--- config.mk ---
export PLATFORM = sky130hd
export DESIGN_NAME = memtest_seq
export DESIGN_NICKNAME = d
export VERILOG_FILES = /design/src/rtl/memtest_pkg.sv /design/src/rtl/memtest_seq_timer.sv /design/src/rtl/memtest_seq.sv
export SDC_FILE = /design/constraint.sdc
export NUM_CORES = 1
export LEC_CHECK = 0
export CORE_ASPECT_RATIO = 1.4
export CORE_UTILIZATION = 55
export DETAILED_ROUTE_END_ITERATION = 12
export GPL_ROUTABILITY_DRIVEN = 0
export PLACE_DENSITY = 0.86
export SLEW_MARGIN = 20
export SYNTH_ARGS = -nofsm -noshare
export SYNTH_HDL_FRONTEND = slang
export SYNTH_SLANG_ARGS = --single-unit
export TNS_END_PERCENT = 20
--- constraint.sdc ---
create_clock -name clk -period 6.05 [get_ports clk]
set_input_delay 0.605 -clock clk [delete_from_list [all_inputs] [get_ports clk]]
set_output_delay 0.605 -clock clk [all_outputs]
set_load 0.05 [all_outputs]
--- src/rtl/memtest_pkg.sv ---
// Shared types and defaults for the memory-test run controller.
// Holds the sequencer state encoding and the BCD digit helper.
package memtest_pkg;

  typedef enum logic [1:0] {
    REQ  = 2'd0,
    HOLD = 2'd1,
    RUN  = 2'd2
  } state_t;

  typedef logic [3:0] bcd_t;

  localparam int DEF_PASS_THRESH = 4;
  localparam int DEF_RST_CYCLES  = 1000000;

  // Returns {carry_out, digit} for a ripple BCD increment.
  function automatic logic [4:0] bcd_inc(
    input bcd_t d,
    input logic ci
  );
    if (!ci)
      return {1'b0, d};
    else if (d == 4'd9)
      return {1'b1, 4'd0};
    else
      return {1'b0, d + 4'd1};
  endfunction

endpackage

--- src/rtl/memtest_seq_timer.sv ---
// Elapsed-time clock: seconds prescaler, binary secs, BCD minutes.
// clr zeroes everything; en lets the prescaler advance.
module bcd_timer
  import memtest_pkg::*;
#(
  parameter int TICKS_PER_SEC = 50000000,
  parameter int MIN_DIGITS    = 4
) (
  input  logic                    clk,
  input  logic                    reset,
  input  logic                    clr,
  input  logic                    en,
  output logic [4*MIN_DIGITS-1:0] mins,
  output logic [5:0]              secs
);

  localparam int PSW =
    TICKS_PER_SEC > 1 ? $clog2(TICKS_PER_SEC) : 1;
  localparam logic [PSW-1:0] PS_LAST =
    PSW'(TICKS_PER_SEC - 1);

  logic [PSW-1:0]          presc;
  logic                    sec_tick;
  logic                    min_tick;
  logic                    carry;
  logic [4*MIN_DIGITS-1:0] mins_inc;

  assign sec_tick = en && (presc == PS_LAST);
  assign min_tick = sec_tick && (secs == 6'd59);

  always_comb begin
    mins_inc = mins;
    carry    = 1'b1;
    for (int i = 0; i < MIN_DIGITS; i++) begin
      {carry, mins_inc[4*i +: 4]} =
        bcd_inc(mins[4*i +: 4], carry);
    end
  end

  always_ff @(posedge clk or posedge reset) begin
    if (reset) begin
      presc <= '0;
      secs  <= '0;
      mins  <= '0;
    end else if (clr) begin
      presc <= '0;
      secs  <= '0;
      mins  <= '0;
    end else if (en) begin
      presc <= sec_tick ? '0 : presc + PSW'(1);
      if (sec_tick)
        secs <= (secs == 6'd59) ? 6'd0 : secs + 6'd1;
      if (min_tick)
        mins <= mins_inc;
    end
  end

endmodule

--- src/rtl/memtest_seq.sv ---
// Run controller: test position, chip, auto sweep and timer.
// Every change goes reconfig request -> tester reset hold -> run.
module memtest_seq
  import memtest_pkg::*;
#(
  parameter int NUM_POS       = 38,
  parameter int NUM_CHIPS     = 3,
  parameter int TICKS_PER_SEC = 50000000,
  parameter int MIN_DIGITS    = 4,
  parameter int RST_CYCLES    = DEF_RST_CYCLES,
  parameter int PASS_THRESH   = DEF_PASS_THRESH,
  parameter int CNT_W         = 32,
  localparam int PW =
    NUM_POS > 1 ? $clog2(NUM_POS) : 1,
  localparam int CW =
    NUM_CHIPS > 1 ? $clog2(NUM_CHIPS) : 1
) (
  input  logic                    clk,
  input  logic                    reset,
  input  logic                    cmd_down,
  input  logic                    cmd_up,
  input  logic                    cmd_retest,
  input  logic                    cmd_auto,
  input  logic                    cmd_chip,
  input  logic                    cmd_restart,
  input  logic                    recfg_done,
  input  logic [CNT_W-1:0]        passcount,
  input  logic [CNT_W-1:0]        failcount,
  output logic [PW-1:0]           pos,
  output logic [CW-1:0]           chip,
  output logic                    auto_mode,
  output logic                    recfg_req,
  output logic                    tester_rst,
  output logic                    running,
  output logic [4*MIN_DIGITS-1:0] mins,
  output logic [5:0]              secs,
  output logic [PW-1:0]           best_pos,
  output logic                    best_valid
);

  localparam int HW = $clog2(RST_CYCLES + 2);
  localparam logic [PW-1:0] POS_LAST =
    PW'(NUM_POS - 1);
  localparam logic [CW-1:0] CHIP_LAST =
    CW'(NUM_CHIPS - 1);

  state_t         state, state_n;
  logic [HW-1:0]  hold_cnt, hold_n;
  logic [PW-1:0]  pos_n, best_pos_n;
  logic [CW-1:0]  chip_n;
  logic           auto_n, best_valid_n;
  logic           go_req;
  logic           adv_eval;
  logic           fail_hit, pass_hit;

  assign adv_eval = (state == RUN) && auto_mode;
  assign fail_hit = failcount != '0;
  assign pass_hit = passcount >= CNT_W'(PASS_THRESH);

  // Highest asserted command owns the cycle, even when it saturates.
  always_comb begin
    pos_n        = pos;
    chip_n       = chip;
    auto_n       = auto_mode;
    best_pos_n   = best_pos;
    best_valid_n = best_valid;
    go_req       = 1'b0;
    priority case (1'b1)
      cmd_restart: begin
        pos_n        = '0;
        chip_n       = '0;
        auto_n       = 1'b1;
        best_pos_n   = '0;
        best_valid_n = 1'b0;
        go_req       = 1'b1;
      end
      cmd_down: begin
        if (pos != '0) begin
          pos_n  = pos - PW'(1);
          auto_n = 1'b0;
          go_req = 1'b1;
        end
      end
      cmd_up: begin
        if (pos != POS_LAST) begin
          pos_n  = pos + PW'(1);
          auto_n = 1'b0;
          go_req = 1'b1;
        end
      end
      cmd_retest: begin
        auto_n = 1'b0;
        go_req = 1'b1;
      end
      cmd_auto: begin
        pos_n  = '0;
        auto_n = 1'b1;
        go_req = 1'b1;
      end
      cmd_chip: begin
        chip_n = (chip == CHIP_LAST) ? '0 : chip + CW'(1);
        go_req = 1'b1;
      end
      adv_eval: begin
        if (fail_hit) begin
          auto_n = 1'b0;
        end else if (pass_hit) begin
          best_pos_n   = pos;
          best_valid_n = 1'b1;
          if (pos != POS_LAST) begin
            pos_n  = pos + PW'(1);
            go_req = 1'b1;
          end else begin
            auto_n = 1'b0;
          end
        end
      end
      default: ;
    endcase
  end

  always_comb begin
    state_n = state;
    hold_n  = hold_cnt;
    if (go_req) begin
      state_n = REQ;
    end else begin
      case (state)
        REQ: if (recfg_done) begin
          state_n = HOLD;
          hold_n  = HW'(RST_CYCLES);
        end
        HOLD: begin
          if (hold_cnt <= HW'(1))
            state_n = RUN;
          else
            hold_n = hold_cnt - HW'(1);
        end
        default: ;
      endcase
    end
  end

  always_ff @(posedge clk or posedge reset) begin
    if (reset) begin
      state      <= REQ;
      hold_cnt   <= '0;
      pos        <= '0;
      chip       <= '0;
      auto_mode  <= 1'b1;
      best_pos   <= '0;
      best_valid <= 1'b0;
      recfg_req  <= 1'b1;
      tester_rst <= 1'b1;
      running    <= 1'b0;
    end else begin
      state      <= state_n;
      hold_cnt   <= hold_n;
      pos        <= pos_n;
      chip       <= chip_n;
      auto_mode  <= auto_n;
      best_pos   <= best_pos_n;
      best_valid <= best_valid_n;
      recfg_req  <= state_n == REQ;
      tester_rst <= state_n != RUN;
      running    <= state_n == RUN;
    end
  end

  bcd_timer #(
    .TICKS_PER_SEC (TICKS_PER_SEC),
    .MIN_DIGITS    (MIN_DIGITS)
  ) u_timer (
    .clk   (clk),
    .reset (reset),
    .clr   (state_n != RUN),
    .en    (state == RUN),
    .mins  (mins),
    .secs  (secs)
  );

endmodule

==> flow_metrics.env <==
export IMPL_hpwl_mm=9.88
export IMPL_via_per_inst=6.21
export IMPL_cts_buffer_depth=2
export IMPL_rsz0062_at_grt="false"
export IMPL_hold_depth=1
export IMPL_p_leak_nw=2.59
export IMPL_fp_coreArea_sq_um=9130
export IMPL_diodes=0
export IMPL_numCtsBuffers=9
export IMPL_r2r_slack_ps=2640
export IMPL_route_detailed_drc=14
export IMPL_ant_nets=0
export IMPL_irDropWorstVdd_mv=0.193
export IMPL_synth_fp_nets=684
export IMPL_crit_required_ps=6310
export IMPL_synth_edf_count=0
export IMPL_min_period_ps=3550
export IMPL_first_pass_iters=9
export IMPL_hold_viol_final=0
export IMPL_seq_area_sq_um=2230
export IMPL_finalClockSkew_ps=4.95
export IMPL_min_delay_start="hold_cnt[5]$_DFFE_PP0P_"
export IMPL_path_cells="clkdlybuf4s50_1 > or4_1 > o211ai_1 > nand3b_1 > a21o_1 > nor2_2 > inv_1 > or2_1 > a21oi_1"
export IMPL_rows=41
export IMPL_die_area_sq_um=9880
export IMPL_wirelength_mm=13.6
export IMPL_r2r_end="u_timer.presc[9]$_DFFE_PP0P_"
export IMPL_finish_cell_count_without_fillers=813
export IMPL_synth_avg_cell_area_sq_um=8.75
export IMPL_tightestPinTransition_ps=882
export IMPL_antenna_found_initial=0
export IMPL_clock_sinks=89
export IMPL_yosysUniqueCellTypes=63
export IMPL_netlist_area_sq_um=5210
export IMPL_grt_first_pass_wirelength_mm=22.7
export IMPL_setup_viol=0
export IMPL_ys_seq_elements=89
export IMPL_synthCells=596
export IMPL_cts_setup_buffers=0
export IMPL_track_usage_pct=29.3
export IMPL_port_buffer_count=111
export IMPL_fmaxAchievable_mhz=281
export IMPL_relSlewSlack_pct=41.0
export IMPL_cts_tree="done"
export IMPL_ctsResizeCount=0
export IMPL_crit_type="input pin to flip-flop"
export IMPL_ys_warn_count=0
export IMPL_slowest_delay_ps=650
export IMPL_ys_seq_area_share_pct=42.8
export IMPL_fp_dieW_um=84.3
export IMPL_netlist_area_leader_share_pct=41.3
export IMPL_end_kind="flip-flop"
export IMPL_cts_clk_slew_worst_paths_ps=60
export IMPL_synthTopCellsByCount="86 x dfrtp_1, 75 x nor2_1, 45 x nand2_1"
export IMPL_grt_pass1_vias=4936
export IMPL_synth_area_leaders="dfrtp_1 41%, nor2_1 5.4%, a21oi_1 3.7%"
export IMPL_cp_max_fo=24
export IMPL_initial_utilization_pct=57.1
export IMPL_syn_to_final_growth_pct=28.7
export IMPL_multi_input_area_sq_um=2790
export IMPL_critPathArrivalTime_ps=3820
export IMPL_die_h_um=117
export IMPL_synthFlopType="dfrtp_1"
export IMPL_hold_path_end="hold_cnt[5]$_DFFE_PP0P_"
export IMPL_tns_ps=0
export IMPL_status="finished, violations left"
export IMPL_cts_root_buf="clkbuf_16"
export IMPL_clk_insertion_delay_late_ps=350
export IMPL_yosys_area_top_type="dfrtp_1"
export IMPL_fin_nets=789
export IMPL_start_kind="input pin"
export IMPL_path_delay_family="simple AND/OR/NAND/NOR gates"
export IMPL_n_fill_cell=674
export IMPL_async_reset_ff_share_pct=100
export IMPL_vias=5050
export IMPL_dp_cells=797
export IMPL_hp_class="flip-flop to flip-flop"
export IMPL_synth_most_common_cell="dfrtp_1"
export IMPL_drt_iter0_drc=371
export IMPL_grt_max_degree=90
export IMPL_wire_per_inst_um=16.7
export IMPL_htree_levels=3
export IMPL_failed_checks="DRC"
export IMPL_overflow=0
export IMPL_timing_rr_start="pos[3]$_DFFE_PP0P_"
export IMPL_r2r_cells=8
export IMPL_power_density_nw_per_um2=236
export IMPL_slew_violations=0
export IMPL_cp_slowest_cell="or2_1"
export IMPL_finalCritPeriodShare_pct=58.7
export IMPL_crit_buf_inv=2
export IMPL_hold_buffers=0
export IMPL_max_cap_violations=0
export IMPL_post_route_cells_drive_above_1_share_pct=4.39
export IMPL_io_pins=114
-- metal layers --
layer	vias to the layer above	part of all wire (%)	track usage [%]
li1	2372	-	-
met1	2440	37	31.7
met2	212	54	56.0
met3	26	6.4	6.80
met4	0	2.3	10.5
met5	-	0	0
-- cell families after synthesis --
kind of cell             Yosys count  share of synthesized area (%)
AO/OA/AOI/OAI                    129                           15.2
XOR/XNOR                          24                           4.03
adder cells (fa/ha/maj)           15                           3.60
buffers and inverters             49                           3.77
flip-flops                        89                           42.8
multiplexers                      15                           2.90
AND/OR/NAND/NOR                  275                           27.7
-- worst max-delay path by stage --
| stage | to | start | cells past startpoint |
|---|---|---|---|
| after global routing | u_timer.presc[9]$_DFFE_PP0P_ | cmd_auto | 9 |
| after detailed placement | u_timer.presc[5]$_DFFE_PP0P_ | cmd_auto | 9 |
| after global placement | u_timer.presc[12]$_DFFE_PP0P_ | cmd_chip | 9 |
| final | u_timer.presc[9]$_DFFE_PP0P_ | cmd_auto | 9 |
| after floorplan | best_pos[0]$_DFFE_PP0P_ | reset | 1 |
| after CTS | u_timer.presc[9]$_DFFE_PP0P_ | cmd_auto | 9 |
-- cell type report --
cell class,count,share of cell area [%]
clock buffers,11,3.47
multi-input cells,458,41.5
repair buffers,114,16.9
well taps,107,1.99
clock inverters,5,1.19
flip-flops and latches,89,33.2
inverters,29,1.64
-- placed cells by master, fill, tap and decap left out, types with 15 or more instances in the layout --
cell             synthesis  layout
nand3_1                 18      18
nand2_1                 45      45
a21oi_1                 39      39
nor2_1                  75      75
clkdlybuf4s50_1          0     111
nor4_1                  26      26
xor2_1                  15      15
ha_1                    15      15
o21ai_0                 39      39
inv_1                   28      27
dfrtp_1                 86      86
or3_1                   24      24
-- sequential cells by signal, summed over array words and instances, names as in the netlist, 2 cells and up --
signal,cells
u_timer.presc,26
hold_cnt,20
u_timer.mins,16
best_pos,6
pos,6
u_timer.secs,6
chip,2
state,2
-- stage by stage --
| stage | worst slack, ps | power [mW] | util, % | hold slack, ps | cell area [sq um] |
|---|---|---|---|---|---|
| floorplan | 3140 | 0.874 | - | 457 | 5210 |
| global placement | 2250 | 0.986 | 70.0 | 480 | 6390 |
| detailed placement | 2230 | 0.995 | 70.0 | 490 | 6390 |
| CTS | 2550 | 1.58 | 73.5 | 516 | 6710 |
| global route | 2280 | 1.65 | 73.5 | 526 | 6710 |
| finish | 2500 | 1.58 | 73.5 | 515 | 6710 |
-- where the power goes --
| part | total (mW) | switching [mW] | internal, mW |
|---|---|---|---|
| Combinational | 0.311 | 0.176 | 0.135 |
| Clock | 0.591 | 0.230 | 0.361 |
| Sequential | 0.679 | 0.0519 | 0.628 |
Note: power is estimated with default switching activity, not from simulation.
